[src/rtl/clock_disp_pkg.sv]
// Shared constants and helpers for the time-of-day seven-segment display stage.
// Segment patterns are active-high, bit0 = a ... bit6 = g.
package clock_disp_pkg;

    localparam logic [6:0] SEG_0    = 7'h3F;
    localparam logic [6:0] SEG_1    = 7'h06;
    localparam logic [6:0] SEG_2    = 7'h5B;
    localparam logic [6:0] SEG_3    = 7'h4F;
    localparam logic [6:0] SEG_4    = 7'h66;
    localparam logic [6:0] SEG_5    = 7'h6D;
    localparam logic [6:0] SEG_6    = 7'h7D;
    localparam logic [6:0] SEG_7    = 7'h07;
    localparam logic [6:0] SEG_8    = 7'h7F;
    localparam logic [6:0] SEG_9    = 7'h6F;
    localparam logic [6:0] SEG_DASH = 7'h40;
    localparam logic [6:0] SEG_OFF  = 7'h00;

    localparam logic [2:0] DIG_SEC_ONES = 3'd0;
    localparam logic [2:0] DIG_SEC_TENS = 3'd1;
    localparam logic [2:0] DIG_MIN_ONES = 3'd2;
    localparam logic [2:0] DIG_MIN_TENS = 3'd3;
    localparam logic [2:0] DIG_HR_ONES  = 3'd4;
    localparam logic [2:0] DIG_HR_TENS  = 3'd5;

    typedef struct packed {
        logic       err;
        logic [3:0] tens;
        logic [3:0] ones;
    } split_t;

    // Repeated compare-subtract of ten; six rounds cover every 6-bit value.
    function automatic split_t split_field(input logic [5:0] value, input logic [5:0] max_value);
        split_t     r;
        logic [5:0] rem;
        rem    = value;
        r.tens = 4'd0;
        for (int k = 0; k < 6; k++) begin
            if (rem >= 6'd10) begin
                rem    = rem - 6'd10;
                r.tens = r.tens + 4'd1;
            end
        end
        r.ones = 4'(rem);
        r.err  = (value > max_value);
        return r;
    endfunction

endpackage

[src/rtl/clock_seg_display_seg7_encode.sv]
// Decimal digit to active-high seven-segment pattern; the dash flag overrides the digit.
module seg7_encode
    import clock_disp_pkg::*;
(
    input  logic [3:0] digit,
    input  logic       dash,
    output logic [6:0] pattern
);

    always_comb begin
        pattern = SEG_OFF;
        if (dash) begin
            pattern = SEG_DASH;
        end else begin
            case (digit)
                4'd0:    pattern = SEG_0;
                4'd1:    pattern = SEG_1;
                4'd2:    pattern = SEG_2;
                4'd3:    pattern = SEG_3;
                4'd4:    pattern = SEG_4;
                4'd5:    pattern = SEG_5;
                4'd6:    pattern = SEG_6;
                4'd7:    pattern = SEG_7;
                4'd8:    pattern = SEG_8;
                4'd9:    pattern = SEG_9;
                default: pattern = SEG_OFF;
            endcase
        end
    end

endmodule

[src/rtl/clock_seg_display.sv]
// Six-digit multiplexed HH MM SS display driver with a per-frame input snapshot,
// anti-ghosting guard interval and a colon that blinks with the seconds.
module clock_seg_display
    import clock_disp_pkg::*;
#(
    parameter int CLK_HZ         = 50_000_000,
    parameter int SCAN_HZ        = 1000,
    parameter int GUARD_CYC      = 4,
    parameter int LZ_SUPPRESS    = 1,
    parameter int SEG_ACTIVE_LOW = 1,
    parameter int AN_ACTIVE_LOW  = 1
) (
    input  logic       clock,
    input  logic       reset,
    input  logic [5:0] sec,
    input  logic [5:0] min,
    input  logic [4:0] hour,
    input  logic       blank,
    output logic [5:0] an,
    output logic [6:0] seg,
    output logic       dp,
    output logic [2:0] digit_idx
);

    localparam int               SCAN_DIV  = CLK_HZ / SCAN_HZ;
    localparam int               DIV_W     = $clog2(SCAN_DIV);
    localparam logic [DIV_W-1:0] DIV_LAST  = DIV_W'(SCAN_DIV - 1);
    localparam logic [DIV_W-1:0] GUARD_END = DIV_W'(GUARD_CYC);
    localparam logic [5:0]       AN_OFF    = (AN_ACTIVE_LOW != 0) ? 6'h3F : 6'h00;
    localparam logic [6:0]       SEG_DARK  = (SEG_ACTIVE_LOW != 0) ? 7'h7F : 7'h00;
    localparam logic             DP_DARK   = (SEG_ACTIVE_LOW != 0);

    logic [DIV_W-1:0] div_cnt_q, div_cnt_d;
    logic [2:0]       digit_idx_q, digit_idx_d;
    logic [5:0]       sec_sh_q, sec_sh_d, min_sh_q, min_sh_d;
    logic [4:0]       hour_sh_q, hour_sh_d;
    logic             first_q, first_d;
    logic [5:0]       an_q, an_d;
    logic [6:0]       seg_q, seg_d;
    logic             dp_q, dp_d;

    logic             terminal, load;
    logic [5:0]       sec_v, min_v;
    logic [4:0]       hour_v;
    split_t           sec_s, min_s, hr_s;
    logic [3:0]       enc_digit;
    logic             enc_dash;
    logic [6:0]       enc_pattern;
    logic [5:0]       an_on;
    logic             dp_on, lead_dark;

    always_comb begin
        terminal    = (div_cnt_q == DIV_LAST);
        div_cnt_d   = terminal ? '0 : div_cnt_q + 1'b1;
        digit_idx_d = digit_idx_q;
        if (terminal) begin
            digit_idx_d = (digit_idx_q == DIG_HR_TENS) ? DIG_SEC_ONES : digit_idx_q + 3'd1;
        end
        load      = first_q || (terminal && digit_idx_q == DIG_HR_TENS);
        sec_sh_d  = load ? sec  : sec_sh_q;
        min_sh_d  = load ? min  : min_sh_q;
        hour_sh_d = load ? hour : hour_sh_q;
        first_d   = 1'b0;
    end

    // On the first cycle out of reset the shadows are loading; show that value directly.
    always_comb begin
        sec_v  = first_q ? sec  : sec_sh_q;
        min_v  = first_q ? min  : min_sh_q;
        hour_v = first_q ? hour : hour_sh_q;
        sec_s  = split_field(sec_v, 6'd59);
        min_s  = split_field(min_v, 6'd59);
        hr_s   = split_field({1'b0, hour_v}, 6'd23);

        enc_digit = 4'd0;
        enc_dash  = 1'b0;
        case (digit_idx_q)
            DIG_SEC_ONES: begin enc_digit = sec_s.ones; enc_dash = sec_s.err; end
            DIG_SEC_TENS: begin enc_digit = sec_s.tens; enc_dash = sec_s.err; end
            DIG_MIN_ONES: begin enc_digit = min_s.ones; enc_dash = min_s.err; end
            DIG_MIN_TENS: begin enc_digit = min_s.tens; enc_dash = min_s.err; end
            DIG_HR_ONES:  begin enc_digit = hr_s.ones;  enc_dash = hr_s.err;  end
            DIG_HR_TENS:  begin enc_digit = hr_s.tens;  enc_dash = hr_s.err;  end
            default:      begin enc_digit = 4'd0;       enc_dash = 1'b0;      end
        endcase
    end

    seg7_encode u_encode (
        .digit   (enc_digit),
        .dash    (enc_dash),
        .pattern (enc_pattern)
    );

    always_comb begin
        lead_dark = (LZ_SUPPRESS != 0) && (hr_s.tens == 4'd0) && !hr_s.err;
        an_on     = 6'd1 << digit_idx_q;
        if (blank || (div_cnt_q < GUARD_END) || (digit_idx_q == DIG_HR_TENS && lead_dark)) begin
            an_on = 6'd0;
        end
        dp_on = !sec_v[0] && (digit_idx_q == DIG_MIN_ONES || digit_idx_q == DIG_HR_ONES);
        an_d  = (AN_ACTIVE_LOW != 0)  ? ~an_on       : an_on;
        seg_d = (SEG_ACTIVE_LOW != 0) ? ~enc_pattern : enc_pattern;
        dp_d  = (SEG_ACTIVE_LOW != 0) ? ~dp_on       : dp_on;
    end

    always_ff @(posedge clock or posedge reset) begin
        if (reset) begin
            div_cnt_q   <= '0;
            digit_idx_q <= DIG_SEC_ONES;
            sec_sh_q    <= 6'd0;
            min_sh_q    <= 6'd0;
            hour_sh_q   <= 5'd0;
            first_q     <= 1'b1;
            an_q        <= AN_OFF;
            seg_q       <= SEG_DARK;
            dp_q        <= DP_DARK;
        end else begin
            div_cnt_q   <= div_cnt_d;
            digit_idx_q <= digit_idx_d;
            sec_sh_q    <= sec_sh_d;
            min_sh_q    <= min_sh_d;
            hour_sh_q   <= hour_sh_d;
            first_q     <= first_d;
            an_q        <= an_d;
            seg_q       <= seg_d;
            dp_q        <= dp_d;
        end
    end

    assign an        = an_q;
    assign seg       = seg_q;
    assign dp        = dp_q;
    assign digit_idx = digit_idx_q;

endmodule

[config.mk]
export PLATFORM = sky130hd
export DESIGN_NAME = clock_seg_display
export DESIGN_NICKNAME = d
export VERILOG_FILES = /design/src/rtl/clock_disp_pkg.sv /design/src/rtl/clock_seg_display_seg7_encode.sv /design/src/rtl/clock_seg_display.sv
export SDC_FILE = /design/constraint.sdc
export NUM_CORES = 1
export LEC_CHECK = 0
export CAP_MARGIN = 10
export CORE_ASPECT_RATIO = 1.75
export CORE_MARGIN = 2
export CORE_UTILIZATION = 52
export CTS_CLUSTER_SIZE = 28
export DETAILED_ROUTE_END_ITERATION = 7
export GPL_TIMING_DRIVEN = 0
export PLACE_DENSITY = 0.69
export SYNTH_ARGS = -nofsm -noshare
export SYNTH_HDL_FRONTEND = slang
export SYNTH_SLANG_ARGS = --single-unit
[constraint.sdc]
create_clock -name clock -period 10.1 [get_ports clock]
set_input_delay 1.515 -clock clock [delete_from_list [all_inputs] [get_ports clock]]
set_output_delay 1.515 -clock clock [all_outputs]
set_load 0.01 [all_outputs]
After elaboration in Yosys (flattened, before gate mapping)
Memory sizes are Yosys's and may differ from the RTL's.
Cells that the tools add are included.
Widths: inputs -> output; s select.
{"block": "totals", "register_bits": 51, "mem_bits_ro": 112, "in_bits": 20, "output_inout_bits": 17, "wordCells": 137, "n_memories": 1}
{"name": "(no name shown)", "words": 16, "word_bits": 7, "read_ports": 1, "rd_clocked_by_memory_dff": 0, "wr": 0, "line": "clock_seg_display_seg7_encode.sv:15", "source": "case (digit)"}
{"block": "classes", "addsub": 35, "magnitude_cmp": 22, "eq_ne": 6, "shift": 1, "muxes": 45, "n_bitwise": 3, "n_reduce_logical": 15}
{"operator": "$mux 6", "n": 18}
{"operator": "$ge 6x4->1 const B", "n": 17}
{"operator": "$sub 6x4->6 const B", "n": 14}
{"operator": "$mux 4", "n": 18}
{"operator": "$add 4x1->4 const B", "n": 15}
{"operator": "$pmux 4 s6", "n": 1}
{"operator": "$add 16x1->16 const B", "n": 1}
{"operator": "$eq 16x16->1 const B", "n": 1}
{"operator": "$lt 16x3->1 const B", "n": 1}
{"operator": "$mux 16", "n": 1}
{"operator": "$gt 6x6->1 const B", "n": 2}
{"operator": "$sub 4x4->4 const B", "n": 3}
{"operator": "$mux 7", "n": 1}
{"operator": "$not 7->7", "n": 1}
{"operator": "$eq 3x2->1 const B", "n": 2}
{"operator": "$eq 3x3->1 const B", "n": 2}
{"operator": "$not 6->6", "n": 1}
{"operator": "$reduce_or 2->1", "n": 3}
{"operator": "$shl 1x3->6 const A", "n": 1}
{"operator": "$sub 5x4->6 const B", "n": 1}
{"operator": "$ge 5x4->1 const B", "n": 1}
{"operator": "$gt 5x5->1 const B", "n": 1}
{"operator": "$mux 5", "n": 1}
{"operator": "$logic_and 1x1->1", "n": 4}
{"operator": "10 further kinds", "n": 16}

Logic depth before layout (Yosys ltp)
{"block": "logic_depth", "ltp_word": 19, "mapped_depth": 52}

Cells and area by module
Synthesis repeated with hierarchy kept, for this count alone.
{"block": "unflattened", "hier_cells": 867, "hier_area_um2": 7249.5}
{"module": "clock_seg_display", "n_inst": 1, "cells_each": 836, "area_each_um2": 7025.5, "seq_area_each_um2": 1295.0}
{"module": "seg7_encode", "n_inst": 1, "cells_each": 31, "area_each_um2": 224.0, "seq_area_each_um2": 0.0}

Worst setup path before layout
Ideal clock, no wire load.
{"block": "synth_path", "kind": "input to register", "from": "input hour[1]", "to": "register seg_q[3] (netlist: seg[3])", "arrival_ns": 9.664, "path_slack_ns": 0.345, "cell_stages": 46, "path_cell_list": "mux2i_2 -> inv_2 -> ha_1 -> nand4bb_1 -> nand3_1 -> nor2_1 -> xnor2_1 -> inv_1 -> ha_1 -> nand2_1 -> o311ai_1 -> a221o_1 -> nor2_4 -> mux2_2 -> inv_1 -> ha_1 -> nand2_1 -> nor4_2 -> (+10 left out) -> ha_1 -> nand2_1 -> inv_1 -> nor2_1 -> o311ai_0 -> o221a_2 -> or2_1 -> buf_2 -> xnor2_1 -> ha_1 -> nand2_1 -> a21oi_1 -> a31oi_1 -> nand4_1 -> a221oi_2 -> ha_1 -> and3_1 -> o31ai_1"}
{"block": "synth_between", "elab_chain_cells": 17, "word_cells_on_any_way": 36}
{"element": "from (decl)", "line": "clock_seg_display.sv:17", "source": "input logic [4:0] hour,"}
{"element": "$mux 5 *", "line": "clock_seg_display.sv:70", "source": "hour_v = first_q ? hour : hour_sh_q;"}
{"element": "$sub 5x4->6 or $ge 5x4->1 (tied branches)", "line": "clock_disp_pkg.sv:39, clock_disp_pkg.sv:38"}
{"element": "$mux 6 or $mux 1 (tied branches)", "line": "clock_disp_pkg.sv:38", "source": "if (rem >= 6'd10) begin"}
{"element": "$sub 6x4->6 (tied with other cells)", "line": "clock_disp_pkg.sv:39", "source": "rem = rem - 6'd10;"}
{"element": "$mux 6 or $mux 4 (tied branches)", "line": "clock_disp_pkg.sv:38"}
{"element": "$sub 6x4->6 (tied with other cells)", "line": "clock_disp_pkg.sv:39"}
{"element": "$mux 6 or $mux 4 (tied branches)", "line": "clock_disp_pkg.sv:38"}
{"element": "$sub 6x4->6 (tied with other cells)", "line": "clock_disp_pkg.sv:39"}
{"element": "(+2 left out)"}
{"element": "$mux 6 or $mux 4 (tied branches)", "line": "clock_disp_pkg.sv:38"}
{"element": "$ge 6x4->1 (tied with other cells)", "line": "clock_disp_pkg.sv:38"}
{"element": "$mux 4", "line": "clock_disp_pkg.sv:38"}
{"element": "$pmux 4 s6", "line": "clock_seg_display.sv:77", "source": "case (digit_idx_q)"}
{"element": "$mem_v2 16x7"}
{"element": "$mux 7 *", "line": "clock_seg_display_seg7_encode.sv:12", "source": "if (dash) begin"}
{"element": "$not 7->7 *", "line": "clock_seg_display.sv:102", "source": "seg_d = (SEG_ACTIVE_LOW != 0) ? ~enc_pattern : enc_pattern;"}
{"element": "via seg_d[3]", "line": "clock_seg_display.sv:39", "source": "logic [6:0] seg_q, seg_d;"}
{"element": "to (signal assigned)", "line": "clock_seg_display.sv:125", "source": "seg_q <= seg_d;"}
{"element": "to (decl)", "line": "clock_seg_display.sv:39"}
The timed path passes the listed nets; every way through them passes the cells marked *.
A chain may end at the register's enable or synchronous reset.

Worst setup path in the final report
{"block": "layout_path", "from": "input hour[4]", "to": "register seg_q[3] (netlist: seg[3])"}
The elaborated chain is that of the path after synthesis.

==> flow_summary.json <==
{
  "grt_usage": 0.272,
  "grt_start_max_net_pins": 28,
  "final-max-slew-violation-count": 0,
  "cts_tree": "done",
  "yosysWarnings": 0,
  "gp_congestion": 0.967,
  "drive_gt1_frac": 0.241,
  "fmax_ghz": 0.102,
  "hold_start": "div_cnt_q[0]",
  "globalRouteOverflowTotal": 0,
  "fin_worst_skew_ps": 13.1,
  "setup_viol": 0,
  "antenna_found_initial": 0,
  "grt_pass1_wl_mm": 34.8,
  "crit_top_cell": "ha_1",
  "antennaDiodeCount": 0,
  "clock_sinks": 51,
  "clock_path_buffers": 2,
  "whs_ps": 503,
  "startpoint_type": "input port",
  "finalCritPeriodShare": 0.968,
  "whs_path_depth": 1,
  "clk_latency_ps": 310,
  "drcViolationCount": 0,
  "critPathMaxFanout": 9,
  "fin_nets": 1087,
  "drtIter0Drc": 371,
  "reg2reg_depth": 49,
  "io_pins": 37,
  "grt_pass1_vias": 7539,
  "n_fill_cell": 1271,
  "critPathRequiredTime_ps": 10320,
  "netlist.area_leader.share": 0.117,
  "syn_area_mm2": 0.00770,
  "cp_slowest_stage_delay_ps": 500,
  "synth-edff-count": 0,
  "yosysMostFrequentCell": "nand2_1",
  "dp_hpwl_mm": 16.8,
  "vias_per_cell": 6.37,
  "ir_worst_vdd_mv": 0.396,
  "start_util": 0.533,
  "synth_largest_area_cell": "dfrtp_1",
  "total_power_uw": 3220,
  "worst_pin_slew_ps": 939,
  "outcome": "complete, no violations",
  "worst-endpoint-arrival_ps": 9990,
  "holdPathEnd": "div_cnt_q[0]",
  "wirelength_mm": 22.0,
  "ys.flop_type": "dfrtp_1",
  "r2r_start": "first_q",
  "drv_cap": 0,
  "die_h_um": 165,
  "rows": 58,
  "io_buffers": 36,
  "synth_cell_type_count": 116,
  "crit_type": "in2reg",
  "final_cells": 1203,
  "syn_nets": 998,
  "synth_cells": 933,
  "synth-seq-cells": 51,
  "synth_area_leaders": "dfrtp_1 (12%), ha_1 (7.3%), dfstp_2 (5.1%)",
  "synth-async-reset-ratio": 1.00,
  "cp-end-kind": "flip-flop",
  "hold_violations": 0,
  "post_synth.cell_area_avg_um2": 8.25,
  "clk_pin_slew_worst_paths_ps": 80,
  "reg2reg_setup_slack_ps": 410,
  "area_delta_synth_final_pct": 19.4,
  "critPathLaunch": "hour[4]",
  "cts_root_buf": "clkbuf_16",
  "fin_util": 0.637,
  "p_per_area_mw_per_mm2": 351,
  "hp-class": "reg2reg",
  "r2r-end": "seg[3]",
  "dr.pass1.iters": 5,
  "htree_levels": 2,
  "wl_per_cell_um": 18.3,
  "placed_cells": 1150,
  "die-width_um": 96.0,
  "vias": 7667,
  "core_area_mm2": 0.0144,
  "slew_headroom": 0.374,
  "min_period_ps": 9770,
  "p_leak_uw": 0.00373,
  "ys_seq_area_frac": 0.168,
  "cts_buffers": 5,
  "synth_common_cells": "nand2_1 (77), nor2_1 (73), a21oi_1 (54)",
  "die_area_mm2": 0.0158,
  "critPathSlowestCell": "clkdlybuf4s50_1",
  "detail-route-antenna-nets": 0
}
## worst max-delay path, delay by kind of cell
| kind | cells | cell delay [ps] |
|---|---|---|
| and+or+nand+nor | 14 | 2090 |
| AOI/OAI and AO/OA | 13 | 2670 |
| adders and majority gates | 6 | 1320 |
| buffers and inverters | 8 | 1220 |
| muxes | 4 | 1170 |
## cells in the final DEF (no fill, tap or decap), types with 8 or more instances in the layout
master           Yosys  layout
ha_1                45      43
nor2_1              73      69
and3_1              21      20
clkbuf_1             8       8
inv_1               41      37
nand3_1             43      41
mux2i_1             24      17
a21oi_1             54      53
o21ai_1              8      10
nor2b_1              8       8
mux2i_2              5       8
dfrtp_1             36      36
nor3_1              24      21
and2_1              14      13
nand2_2              2       8
clkdlybuf4s50_1      0      32
xnor2_1             30      26
buf_4                3      47
a21o_1              15      15
a211oi_1            10      10
dfstp_2             15      15
o22ai_1              8       8
o21ai_0             39      34
xor2_1              17      17
mux2_2              28      28
nand2b_1            12      12
nand2_1             77      71
a31oi_1             12      12
inv_2                5       8
nand4_1             11      11
o21a_1               9       9
## cells by family after synthesis
logic type | share of synthesized area
AO/OA/AOI/OAI | 0.308
AND/OR/NAND/NOR | 0.250
other | 0.000487
adder cells (fa/ha/maj) | 0.0731
XOR/XNOR | 0.0598
flip-flops | 0.168
buffers and inverters | 0.0414
multiplexers | 0.0996
## through the flow
step	setup TNS [ps]	instance area [um^2]	setup slack, ps
CTS	-8.35	8770	-8.35
detailed placement	-17910	8300	-1710
floorplan	0	7700	345
global route	-302	9190	-81.6
finish	0	9190	328
global placement	-17840	8280	-1740
## final cells by class
type	count	area, um^2	area share
Buffer	20	149	0.0162
Timing Repair Buffer	82	713	0.0776
Inverter	47	179	0.0195
Multi-Input combinational cell	815	6480	0.705
Tap cell	180	225	0.0245
Clock inverter	3	26.3	0.00286
Sequential cell	51	1290	0.141
Clock buffer	5	125	0.0136
## metal layers
layer / vias up / global-route usage / wire (um)
met1: 3705 / 0.298 / 8730
met3: 44 / 0.0233 / 536
met4: 0 / 0.129 / 826
met2: 162 / 0.511 / 11900
met5: - / 0 / 0
li1: 3756 / - / -
## worst max path at each step
stage	endpoint	slack [ps]	cells after the start
after global placement	seg[3]	-1740	47
after global routing	seg[4]	-80	47
final	seg[3]	330	45
after CTS	seg[3]	-8	49
after detailed placement	seg[3]	-1710	47
after floorplan	seg[3]	340	46
## state kept, by name, summed over array words and instances, names as in the netlist
| register | flops |
|---|---|
| an | 6 |
| div_cnt_q | 16 |
| seg | 7 |
| hour_sh_q | 5 |
| digit_idx | 3 |
| dp | 1 |
| first_q | 1 |
| min_sh_q | 6 |
| sec_sh_q | 6 |
## power breakdown
| part | total (uW) | switching (uW) | internal, uW | leakage, uW |
|---|---|---|---|---|
| sequential | 269 | 13.3 | 256 | 0.000608 |
| combinational | 2770 | 1510 | 1260 | 0.00305 |
| clock | 183 | 88.8 | 94.5 | 0.0000748 |
## timing repair
item,CTS,global route
pin swaps,9,29
cloned,0,0
setup buffers,13,32
hold buffers,0,0
endpoints found under the setup margin,13,13
resized for setup,39,53
Note: power is estimated with default switching activity, not from simulation.
